**config.mk**
```make
export PLATFORM = sky130hd
export DESIGN_NAME = l_port_alloc_ctrl
export DESIGN_NICKNAME = d
export VERILOG_FILES = /design/src/rtl/l_port_alloc_ctrl.sv
export SDC_FILE = /design/constraint.sdc
export NUM_CORES = 1
export LEC_CHECK = 0
export ABC_AREA = 1
export CAP_MARGIN = 10
export CORE_MARGIN = 2
export CORE_UTILIZATION = 44
export DETAILED_ROUTE_END_ITERATION = 6
export GPL_TIMING_DRIVEN = 1
export PLACE_DENSITY_LB_ADDON = 0.05
export SLEW_MARGIN = 10
export SYNTH_ARGS = -nofsm -noshare
export SYNTH_HDL_FRONTEND = slang
export SYNTH_SLANG_ARGS = --single-unit
```
**constraint.sdc**
```tcl
create_clock -name clk -period 1.6 [get_ports clk]
set_clock_uncertainty 0.2 [all_clocks]
set_input_delay 0.48 -clock clk [delete_from_list [all_inputs] [get_ports clk]]
set_output_delay 0.48 -clock clk [all_outputs]
set_load 0.05 [all_outputs]
```
**src/rtl/l_port_alloc_ctrl.sv**
```systemverilog
// Local-port packet allocator: round-robin over N/S/W/E requests for LOCAL, grant locked to tail.
// Latency: grant registered 1 cycle after request; flit_fire_o combinational from winner valid/ready.
// Backpressure: l_ready_i low holds the packet; a silent winner for MAX_STALL cycles is aborted.
module l_port_alloc_ctrl #(
  parameter int               ADDR_W     = 3,
  parameter logic [ADDR_W-1:0] LOCAL_ADDR = 3'b100,
  parameter int               MAX_STALL  = 8,
  parameter int               CNT_W      = 16
) (
  input  logic              clk,
  input  logic              reset,
  input  logic [ADDR_W-1:0] n_nexthop_addr_i,
  input  logic [ADDR_W-1:0] s_nexthop_addr_i,
  input  logic [ADDR_W-1:0] w_nexthop_addr_i,
  input  logic [ADDR_W-1:0] e_nexthop_addr_i,
  input  logic              n_valid_i,
  input  logic              s_valid_i,
  input  logic              w_valid_i,
  input  logic              e_valid_i,
  input  logic              n_tail_i,
  input  logic              s_tail_i,
  input  logic              w_tail_i,
  input  logic              e_tail_i,
  input  logic              l_ready_i,
  output logic              grant_n_o,
  output logic              grant_s_o,
  output logic              grant_w_o,
  output logic              grant_e_o,
  output logic [2:0]        xbar_sel_o,
  output logic              flit_fire_o,
  output logic              change_order_o,
  output logic              abort_o,
  output logic              busy_o,
  output logic [CNT_W-1:0]  pkt_count_o
);

  localparam int SC_W = $clog2(MAX_STALL + 1);

  typedef enum logic {IDLE, XFER} state_t;

  state_t          state;
  state_t          state_nxt;
  logic [3:0]      req;
  logic [3:0]      valid_vec;
  logic [3:0]      tail_vec;
  logic [3:0]      grant_vec;
  logic [1:0]      ptr;
  logic [1:0]      win_idx;
  logic [1:0]      pick_idx;
  logic            pick_vld;
  logic            win_valid;
  logic            win_tail;
  logic            rel_tail;
  logic            rel_abort;
  logic [SC_W-1:0] stall_cnt;

  // Index 0..3 = N, S, W, E throughout.
  assign valid_vec = {e_valid_i, w_valid_i, s_valid_i, n_valid_i};
  assign tail_vec  = {e_tail_i, w_tail_i, s_tail_i, n_tail_i};
  assign req = valid_vec & {e_nexthop_addr_i == LOCAL_ADDR, w_nexthop_addr_i == LOCAL_ADDR,
                            s_nexthop_addr_i == LOCAL_ADDR, n_nexthop_addr_i == LOCAL_ADDR};

  // Walk from lowest to highest priority so the last hit (closest to ptr) wins.
  always_comb begin
    pick_vld = 1'b0;
    pick_idx = 2'd0;
    for (int k = 3; k >= 0; k--) begin
      if (req[ptr + 2'(k)]) begin
        pick_vld = 1'b1;
        pick_idx = ptr + 2'(k);
      end
    end
  end

  always_ff @(posedge clk) begin
    if (!reset) state <= IDLE;
    else        state <= state_nxt;
  end

  always_comb begin
    state_nxt = state;
    case (state)
      IDLE:    if (pick_vld) state_nxt = XFER;
      XFER:    if (rel_tail || rel_abort) state_nxt = IDLE;
      default: state_nxt = IDLE;
    endcase
  end

  always_comb begin
    win_valid   = valid_vec[win_idx];
    win_tail    = tail_vec[win_idx];
    flit_fire_o = (state == XFER) & win_valid & l_ready_i;
    rel_tail    = flit_fire_o & win_tail;
    rel_abort   = (state == XFER) & ~win_valid & (stall_cnt == SC_W'(MAX_STALL - 1));
  end

  always_ff @(posedge clk) begin
    if (!reset) begin
      grant_vec      <= 4'b0000;
      win_idx        <= 2'd0;
      xbar_sel_o     <= 3'b111;
      ptr            <= 2'd0;
      change_order_o <= 1'b0;
      abort_o        <= 1'b0;
      pkt_count_o    <= '0;
      stall_cnt      <= '0;
    end else begin
      change_order_o <= 1'b0;
      abort_o        <= 1'b0;
      if (state == IDLE && pick_vld) begin
        grant_vec  <= 4'b0001 << pick_idx;
        win_idx    <= pick_idx;
        xbar_sel_o <= {1'b0, pick_idx};
        stall_cnt  <= '0;
      end else if (rel_tail || rel_abort) begin
        grant_vec      <= 4'b0000;
        xbar_sel_o     <= 3'b111;
        ptr            <= win_idx + 2'd1;
        change_order_o <= 1'b1;
        abort_o        <= rel_abort;
        stall_cnt      <= '0;
        if (rel_tail) pkt_count_o <= pkt_count_o + CNT_W'(1);
      end else if (state == XFER) begin
        // Only a missing flit counts toward the stall limit; sink backpressure does not.
        if (win_valid) stall_cnt <= '0;
        else           stall_cnt <= stall_cnt + SC_W'(1);
      end
    end
  end

  assign grant_n_o = grant_vec[0];
  assign grant_s_o = grant_vec[1];
  assign grant_w_o = grant_vec[2];
  assign grant_e_o = grant_vec[3];
  assign busy_o    = (state == XFER);

endmodule

```
==> summary.md <==
| Metric | Value |
|---|---|
| PwrDens | `roughly 670 nW/um^2` |
| Async S/R FF share, synth | `0%` |
| Vias per inst | `5.525` |
| GRT Total Usage | `approximately a quarter` |
| Max Cap Viol | `0` |
| Die ar. | `4904 sq um` |
| Cell Area, Synth | `between 1500 and 2000 sq um` |
| Crit-path max cell delay | `0.41 ns` |
| Longest Clk Path Bufs | `2` |
| RD Place Congestion | `between 0.7 and 0.8` |
| Most used cell, CP | `nor2_4` |
| Largest net degree at the start of global routing | `13` |
| Max_slew headroom | `73.79%` |
| Crit-path leading delay family | `simple AND/OR/NAND/NOR gates` |
| Post-route worst setup slack | `-0.4383 ns` |
| Largest family of logic cells by synthesized area | `simple AND/OR/NAND/NOR gates` |
| Cells after synthesis | `roughly 280` |
| Syn Nets | `slightly above 300` |
| # DRC | `0` |
| Final setup viols | `37` |
| Slew Limit Fails | `0` |
| Nets | `419` |
| GRT Residual Overflow | `0` |
| Ys flop type | `dfxtp_1` |
| Area after DPL | `3012 sq um` |
| Unrepaired setup endpoints after global routing | `yes` |
| Max Clock Freq | `490.6 MHz` |
| Xor/xnor share of the synthesized area | `3.196%` |
| Final clock period utilization by the worst path | `127.4%` |
| Num ports | `50` |
| Critical Path Start Type | `register` |
| Yosys Warn Count | `0` |
| Final wirelength | `7553 microns` |
| Yosys cell types | `33` |
| Latest clock arrival within the worst-skew pair | `0.29 ns` |
| TNS Setup | `-10.09 ns` |
| Cell Chain, Critical Path | `nor2_4 -> nor2_2 -> o21ai_2 -> nand2_2 -> nand2_4 -> nor2_4 -> buf_12` |
| Fill count | `158` |
| CTS Sinks | `34` |
| Rows | `24` |
| Post-Syn Area per Cell | `6.754 sq um` |
| First drt pass iteration count | `5` |
| CTS buffer count | `5` |
| DR vias | `between 2000 and 2500` |
| Initial antenna violation count | `0` |
| Fraction of the mapped netlist area in simple logic gates | `41.10%` |
| CTS H-Tree Depth | `2` |
| Complex-gate fraction of the synthesized area | `a little under 9%` |
| Setup Crit Path Kind | `register to primary output` |
| Worst Max-Slew Pin Slew | `0.3896 ns` |
| Share of layout cells above drive strength 1 | `between 60% and 70%` |
| Placeable core region | `between 4000 and 5000 sq um` |
| Finished Core Util | `89.79%` |
| Finished Cell Area | `3829 sq um` |
| Required @ worst endpoint | `just over 0.9 ns` |
| Post-synthesis register bit count | `34` |
| ANT nets after route | `0` |
| Port Buffers | `a little under 50` |
| Most frequent cells in the layout | `nand2_1 (41), buf_4 (36), buf_12 (30)` |
| CP bufs+invs | `1` |
| Die height | `70.03 microns` |
| Total Power | `roughly 2600 uW` |
| Clock-pin transition on the worst setup and hold timing paths | `0.07 ns` |
| First-pass GRT wire length | `9963 microns` |
| Starting Density | `44.98%` |
| Wire per inst | `16.93 microns` |
| CTS tree | `built` |
| Post-synthesis mux area share | `0%` |
| CP max FO | `5` |
| Arrival time worst endpoint | `1.36 ns` |
| Maximum vdd drop | `~0.77 mV` |
| Synth Area in Adders | `1.305%` |
| Fin crit period | `around 2.0 ns` |
| Hold slack | `roughly 0.3 ns` |
| Worst hold path type | `register to register` |
| Drt initial violations | `134` |
| Ant diodes | `0` |
| Final-report hold violation count | `0` |
| Clk root buf | `clkbuf_8` |
| Most common cell after layout, fill and taps aside | `nand2_1` |
| Crit path max-delay cell type | `dfxtp_4` |
| Hpwl dp | `3881 microns` |
| Failing checks | `negative setup slack` |
| Leakage power | `0.001729 uW` |
| Die W | `70.03 microns` |
| Outcome | `finished with violations` |
| Vias in the first global route | `2332` |
| Layout area overhead | `99.61%` |
| EDFF count, synth | `0` |
| Element type at the critical path end | `primary output` |
| Seq/Total Area, Yosys | `35.49%` |
-- report_power, final --
group	switching [uW]	internal (uW)	total (uW)
Sequential	61.9	891	953
Combinational	528	475	1000
Clock	328	293	620
Total	918	1660	2580
-- path summary, 6_finish.rpt --
path	from	end	slack (ns)	cells after the start
worst max-delay path	win_idx[0]	flit_fire_o	-0.44	7
worst min-delay path	xbar_sel_o[2]	xbar_sel_o[2]	0.31	2
worst max register to register	win_idx[0]	stall_cnt[2]	-0.39	13
worst min register to register	xbar_sel_o[2]	xbar_sel_o[2]	0.31	2
-- final cells by class --
type | instances | area [sq um] | area share, %
timing repair buffer | 110 | 1304 | 34.05
sequential | 34 | 715.7 | 18.69
tap | 52 | 65.06 | 1.699
clock buffer | 5 | 68.82 | 1.797
multi-input combinational | 207 | 1515 | 39.58
clock inverter | 2 | 10.01 | 0.2614
inverter | 36 | 150.1 | 3.922
-- through the flow --
step,instances,setup WS [ns]
floorplan,284,-0.3559
global placement,413,-0.7840
detailed placement,413,-0.8071
CTS,434,-0.4327
global route,446,-0.4812
finish,446,-0.4383
-- per-layer routing --
layer	part of all wire [%]	GRT usage (%)	vias to the layer above
met5	0	0	-
met4	5.0	7.265	0
met3	5.9	5.051	35
met2	53	47.72	120
met1	36	27.30	1185
li1	-	-	1124
-- worst reg2reg max path, stage by stage, from the launching register on --
cell	delay, ns
dfxtp_4	0.38
buf_6	0.14
nor2_4	0.10
nor2_2	0.05
o21ai_2	0.08
nand2_2	0.11
buf_12	0.14
nand2_8	0.08
buf_12	0.11
nand2_8	0.06
nor2_4	0.15
buf_6	0.15
nand3_2	0.08
nor2_1	0.10
-- sequential cells by signal, indices dropped and copies added, names as in the netlist --
name            flops
busy_o              1
grant_vec           4
change_order_o      1
stall_cnt           4
pkt_count_o        16
abort_o             1
xbar_sel_o          3
win_idx             2
ptr                 2
-- cell usage after synthesis, types with 2 or more instances --
cell type / count / area (sq um)
nor3_1: 2 / 10.01
o21ai_1: 6 / 30.03
clkbuf_1: 2 / 7.510
o22ai_1: 2 / 12.51
nor3_2: 3 / 30.03
o21ai_0: 8 / 40.04
nand2_2: 2 / 12.51
a21oi_1: 14 / 70.07
nor2_4: 3 / 33.78
nand2_4: 2 / 22.52
ha_1: 2 / 25.02
xnor2_1: 2 / 17.52
inv_1: 29 / 108.9
nor2_1: 37 / 138.9
xor2_1: 5 / 43.79
buf_6: 3 / 33.78
nand3_1: 25 / 125.1
buf_4: 2 / 15.01
dfxtp_1: 34 / 680.7
nand4_1: 6 / 37.54
inv_2: 6 / 22.52
nand2_1: 78 / 292.8
-- cell families (layout without fill, tap and decap cells) --
family / after synthesis / in the layout
buf+inv: 43 / 153
fa+ha+maj: 2 / 2
compound gates: 32 / 32
xor+xnor: 7 / 7
simple gates: 166 / 166
flops: 34 / 34
-- what timing repair did --
action / CTS / global route
pin swaps: 41 / 52
buffers inserted: 14 / 13
endpoints found under the setup margin: 42 / 45
hold endpoints to repair: 0 / 0
hold buffers: 0 / 0
gates resized for setup: 99 / 105
Power figures use the tool's default switching activity.
